<file path="config.mk">
export PLATFORM = sky130hd
export DESIGN_NAME = rps_match_ctrl
export DESIGN_NICKNAME = d
export VERILOG_FILES = /design/src/rtl/rps_pkg.sv /design/src/rtl/rps_judge.sv /design/src/rtl/rps_match_ctrl.sv
export SDC_FILE = /design/constraint.sdc
export NUM_CORES = 1
export LEC_CHECK = 0
export CAP_MARGIN = 15
export CELL_PAD_IN_SITES_DETAIL_PLACEMENT = 1
export CELL_PAD_IN_SITES_GLOBAL_PLACEMENT = 1
export CORE_MARGIN = 10
export CORE_UTILIZATION = 39
export DETAILED_ROUTE_END_ITERATION = 10
export PLACE_DENSITY_LB_ADDON = 0.08
export SYNTH_ARGS = -nofsm -noshare
export SYNTH_HDL_FRONTEND = slang
export SYNTH_SLANG_ARGS = --single-unit
</file>
<file path="constraint.sdc">
create_clock -name clk -period 2.5 [get_ports clk]
set_input_delay 0.625 -clock clk [delete_from_list [all_inputs] [get_ports clk]]
set_output_delay 0.625 -clock clk [all_outputs]
set_load 0.01 [all_outputs]
</file>
<file path="src/rtl/rps_pkg.sv">
// Shared move encodings, round/result codes and controller states for the
// rock-paper-scissors match controller.
package rps_pkg;

    localparam logic [2:0] ROCK     = 3'b001;
    localparam logic [2:0] PAPER    = 3'b010;
    localparam logic [2:0] SCISSORS = 3'b100;

    typedef enum logic [2:0] {
        RES_NONE    = 3'd0,
        RES_A       = 3'd1,
        RES_B       = 3'd2,
        RES_TIE     = 3'd3,
        RES_INVALID = 3'd4
    } result_t;

    typedef enum logic [2:0] {
        ST_IDLE    = 3'd0,
        ST_COLLECT = 3'd1,
        ST_JUDGE   = 3'd2,
        ST_SHOW    = 3'd3,
        ST_DONE    = 3'd4
    } state_t;

    // A move is legal only when exactly one of the three bits is set.
    function automatic logic is_one_hot(input logic [2:0] move);
        return (move == ROCK) || (move == PAPER) || (move == SCISSORS);
    endfunction

endpackage

</file>
<file path="src/rtl/rps_judge.sv">
// Combinational round judge: validates both moves and decides the round.
module rps_judge
    import rps_pkg::*;
(
    input  logic [2:0] move_a,
    input  logic [2:0] move_b,
    output result_t    verdict
);

    // Invalid moves dominate, then ties, then the beats-relation for A.
    always_comb begin
        verdict = RES_B;
        if (!is_one_hot(move_a) || !is_one_hot(move_b)) begin
            verdict = RES_INVALID;
        end else if (move_a == move_b) begin
            verdict = RES_TIE;
        end else if (((move_a == ROCK)     && (move_b == SCISSORS)) ||
                     ((move_a == SCISSORS) && (move_b == PAPER))    ||
                     ((move_a == PAPER)    && (move_b == ROCK))) begin
            verdict = RES_A;
        end
    end

endmodule

</file>
<file path="src/rtl/rps_match_ctrl.sv">
// Best-of-N rock-paper-scissors match sequencer: collects both players'
// committed moves, judges the round, shows the result for a fixed window
// and declares the match winner once a side reaches WIN_TARGET.
module rps_match_ctrl
    import rps_pkg::*;
#(
    parameter int WIN_TARGET    = 3,
    parameter int SCORE_W       = 4,
    parameter int RESULT_CYCLES = 4
) (
    input  logic               clk,
    input  logic               reset,
    input  logic               start,
    input  logic               abort,
    input  logic [2:0]         inA,
    input  logic [2:0]         inB,
    input  logic               lock_a,
    input  logic               lock_b,
    output logic               waiting_a,
    output logic               waiting_b,
    output result_t            result,
    output logic               result_valid,
    output logic [SCORE_W-1:0] score_a,
    output logic [SCORE_W-1:0] score_b,
    output logic               match_done,
    output result_t            match_winner
);

    localparam int CNT_W = $clog2(RESULT_CYCLES + 1);
    localparam logic [SCORE_W-1:0] TARGET   = SCORE_W'(WIN_TARGET);
    localparam logic [CNT_W-1:0]   SHOW_TOP = CNT_W'(RESULT_CYCLES - 1);

    state_t             state;
    logic [2:0]         move_a;
    logic [2:0]         move_b;
    logic               a_got;
    logic               b_got;
    logic [CNT_W-1:0]   show_cnt;
    result_t            verdict;

    rps_judge u_judge (
        .move_a  (move_a),
        .move_b  (move_b),
        .verdict (verdict)
    );

    // Match FSM with move capture, score counters and the display-window timer.
    always_ff @(posedge clk or posedge reset) begin
        if (reset) begin
            state    <= ST_IDLE;
            move_a   <= 3'b000;
            move_b   <= 3'b000;
            a_got    <= 1'b0;
            b_got    <= 1'b0;
            show_cnt <= '0;
            result   <= RES_NONE;
            score_a  <= '0;
            score_b  <= '0;
        end else if (abort) begin
            state    <= ST_IDLE;
            a_got    <= 1'b0;
            b_got    <= 1'b0;
            show_cnt <= '0;
        end else begin
            case (state)
                ST_IDLE: begin
                    if (start) begin
                        score_a <= '0;
                        score_b <= '0;
                        state   <= ST_COLLECT;
                    end
                end
                ST_COLLECT: begin
                    if (lock_a && !a_got) begin
                        move_a <= inA;
                        a_got  <= 1'b1;
                    end
                    if (lock_b && !b_got) begin
                        move_b <= inB;
                        b_got  <= 1'b1;
                    end
                    if ((a_got || lock_a) && (b_got || lock_b)) begin
                        state <= ST_JUDGE;
                    end
                end
                ST_JUDGE: begin
                    result <= verdict;
                    if (verdict == RES_A) begin
                        score_a <= score_a + SCORE_W'(1);
                    end
                    if (verdict == RES_B) begin
                        score_b <= score_b + SCORE_W'(1);
                    end
                    show_cnt <= SHOW_TOP;
                    state    <= ST_SHOW;
                end
                ST_SHOW: begin
                    if (show_cnt == '0) begin
                        a_got <= 1'b0;
                        b_got <= 1'b0;
                        if ((score_a == TARGET) || (score_b == TARGET)) begin
                            state <= ST_DONE;
                        end else begin
                            state <= ST_COLLECT;
                        end
                    end else begin
                        show_cnt <= show_cnt - CNT_W'(1);
                    end
                end
                ST_DONE: begin
                    if (start) begin
                        score_a <= '0;
                        score_b <= '0;
                        state   <= ST_COLLECT;
                    end
                end
                default: state <= ST_IDLE;
            endcase
        end
    end

    assign waiting_a    = (state == ST_COLLECT) && !a_got;
    assign waiting_b    = (state == ST_COLLECT) && !b_got;
    assign result_valid = (state == ST_SHOW);
    assign match_done   = (state == ST_DONE);

    // The winner is reported only while the match is over.
    always_comb begin
        match_winner = RES_NONE;
        if (state == ST_DONE) begin
            match_winner = (score_a == TARGET) ? RES_A : RES_B;
        end
    end

endmodule

</file>
==> results by group <==
Outcome
  – Status: complete, no violations

Place
  – Routability cong.: roughly 0.84
  – Placed Cells: around 250
  – Port-buffer cells: 28
  – Pre-CTS WS: between 0.15 and 0.2 ns
  – Placed instance area: roughly 2000 um2
  – Post-DP HPWL: between 3 and 4 mm

Global route
  – Largest net degree at the start of global routing: 17
  – Initial antenna violation count: 0
  – Grt ovf: 0
  – First-pass GRT wire length: 7.631 mm
  – Vias in the first global route: 1480
  – Global router's overall resource usage: about an eighth

Finish
  – Layout cells sized above 1: just under 20%
  – Nets: 227
  – Non-filler cells, final: 260
  – Post-route cell area: approximately 2100 um2
  – Ant diodes: 0
  – Multi-input gate area: between 900 and 1000 um2
  – Area Growth Syn to Fin: 29.02%
  – Final core occ: between 50% and 60%
  – Register Area: 626.9 um2
  – Fillers: around 460

Power and ir drop
  – Peak VDD IR: between 400 and 500 uV
  – Final Power: 2.014 mW
  – Static leakage power: 0.8824 nW
  – Cell Pwr Density: roughly 970 nW/um2

Routing
  – Routed WL: ~4.4 mm
  – Drt first pass iters: 4
  – Vias per std cell: ~5.5
  – WL per Instance: 16.93 um
  – Iter 0 DRT Violations: 49
  – Drc violations: 0
  – Via count: 1435
  – Routed Antenna Nets: 0

Floorplanning
  – Std-Cell Rows: 23
  – Die Y: between 80 and 90 um
  – Die area: roughly 7100 um2
  – Initial Util: ~40%
  – Core Region: around 4000 um2
  – # IOs: 30
  – Horiz. Die Dim: ~84 um

Logic synthesis
  – Syn Inst Count: 176
  – Post-synth cell types: 49
  – Primary FF master, synth: dfrtp_1
  – Yosys warns: 0
  – Area fraction of the dominant cell type after synthesis: about two fifths
  – Syn Area/Cell: just over 9 um2
  – Post-synthesis instance area: between 1500 and 2000 um2
  – Syn_nets: around 190
  – Largest cells by area after synthesis: dfrtp_1, mux2_2, nor2_1
  – Number of synthesized flops with an enable pin: 0
  – Sequential area share after synthesis: between 30% and 40%
  – Yosys reg bits: 25
  – Ys async rst share: 100.0%
  – Area leader, netlist: dfrtp_1

Critical path
  – Worst EP arrival: about 1.8 ns
  – Critical path's largest stage delay: 0.54 ns
  – Worst setup SP type: register
  – WS Path Type: reg -> out
  – Critical path's slowest cell: clkdlybuf4s50_1
  – CP endpoint kind: primary output
  – Endpoint required time on the critical path: between 1.5 and 2 ns
  – Reg2Reg Setup Slack: around 0.25 ns
  – Crit path cell chain: nor2_2 -> and2_1 -> nor2b_1 -> clkdlybuf4s50_1
  – Worst-path fanout max: 11

Timing
  – Post-route setup slack: ~0.069 ns
  – Final Hold Viols: 0
  – RSZ-0062 raised after global routing: true
  – Setup violations, final: 0
  – Final min period: ~2.4 ns
  – Period utilization: approximately 97%
  – Setup Skew: ~0.0035 ns
  – Max Clock Freq: between 400 and 500 MHz
  – Max-slew violation count: 0
  – Setup TNS: 0 ns
  – Hold WS: approximately 0.53 ns

Clock network
  – Clock slew at reported path FFs: approximately 0.090 ns
  – Num CTS Buffers: 3
  – CTS H-Tree Depth: 1
  – CTS root buf: clkbuf_8
  – Post-CTS Hold Fix Bufs: 0
  – Worst-skew pair later-pin latency: approximately 0.27 ns
  – CTS Sinks: 25
  – CTS Buffer Depth: 2
  – CTS tree: built

Min path
  – Worst hold path type: reg -> reg

Flow run
  – Number of max-cap violations: 0
per-layer routing:
metal  global-route usage [%]  vias up  routed length, um
met5                        0        -                  0
met4                    3.349        0                 49
met3                    3.092        6                220
met2                    20.82       28               2089
met1                    15.69      702               2043
li1                         -      699                  -
report_power, final:
| group | switching [mW] | internal [mW] |
|---|---|---|
| clock network | 0.137 | 0.112 |
| registers | 0.217 | 0.540 |
| logic | 0.469 | 0.539 |
| total | 0.822 | 1.19 |
state kept, by name (all words and copies together) (netlist names):
| name | flops |
|---|---|
| move_b | 3 |
| b_got | 1 |
| move_a | 3 |
| score_b | 4 |
| state | 3 |
| show_cnt | 3 |
| a_got | 1 |
| score_a | 4 |
| result | 3 |
cell families (layout without fill, tap and decap cells):
kind of cell,after synthesis,in the layout,share of synthesized area (%)
multiplexers,10,10,6.942
AO/OA/AOI/OAI,41,41,18.10
buffers and inverters,21,55,6.006
other,1,1,0.2338
XOR/XNOR,2,2,1.092
AND/OR/NAND/NOR,72,72,25.51
adder cells (fa/ha/maj),4,4,3.120
flip-flops,25,25,39.00
final cells by class:
class                           instances  share of cell area, %
Clock buffer                            3                  1.995
Clock inverter                          1                 0.2418
Tap cell                               50                  3.023
Inverter                                8                  1.451
Timing Repair Buffer                   43                  18.92
Sequential cell                        25                  30.29
Multi-Input combinational cell        130                  44.08
Yosys cell counts (2+ instances only):
cell type / instances
dfrtp_1: 25
nor2_1: 17
nand2_1: 10
nand3_1: 10
a21oi_1: 9
o21ai_0: 9
clkbuf_1: 8
inv_1: 8
mux2_2: 7
nor2b_1: 6
nand2b_1: 5
ha_1: 4
o21ai_1: 4
a221oi_1: 3
and3_1: 3
nor3b_1: 3
o31ai_1: 3
and2_1: 2
buf_2: 2
buf_4: 2
mux2_1: 2
nor3_1: 2
nor4_1: 2
nor4b_1: 2
nor4bb_1: 2
or4bb_1: 2
xor2_1: 2
critical path: cells and delay by family (launching register included):
| kind | cells | cell delay [ns] |
|---|---|---|
| and+or+nand+nor | 3 | 0.49 |
| DFF | 1 | 0.50 |
| buffers and inverters | 1 | 0.54 |
cell usage in the layout, fill, tap and decap left out, types with 2 or more instances in the layout:
cell,instances
a21oi_1,9
a221oi_1,3
and2_1,2
and3_1,3
buf_4,15
clkbuf_8,3
clkdlybuf4s50_1,27
dfrtp_1,24
ha_1,3
inv_1,8
mux2_1,2
mux2_2,7
nand2_1,10
nand2b_1,5
nand3_1,10
nor2_1,16
nor2b_1,5
nor3_1,2
nor4_1,2
nor4bb_1,2
o21ai_0,9
o21ai_1,4
o31ai_1,3
or4bb_1,2
xor2_1,2
worst paths after layout:
path,startpoint,to,cells after the start
min,score_b[3],score_b[3],1
min reg2reg,score_b[3],score_b[3],1
max reg2reg,move_b[2],score_a[1],5
max,state[1],match_winner[1],4
max in group asynchronous,reset,state[1],3
min in group asynchronous,reset,score_b[3],2
repair_timing:
item	in CTS	in global routing
resized for setup	7	2
endpoints found under the setup margin	4	3
setup buffers	0	3
cloned	0	0
No activity file was read; power rests on OpenSTA's default activity.
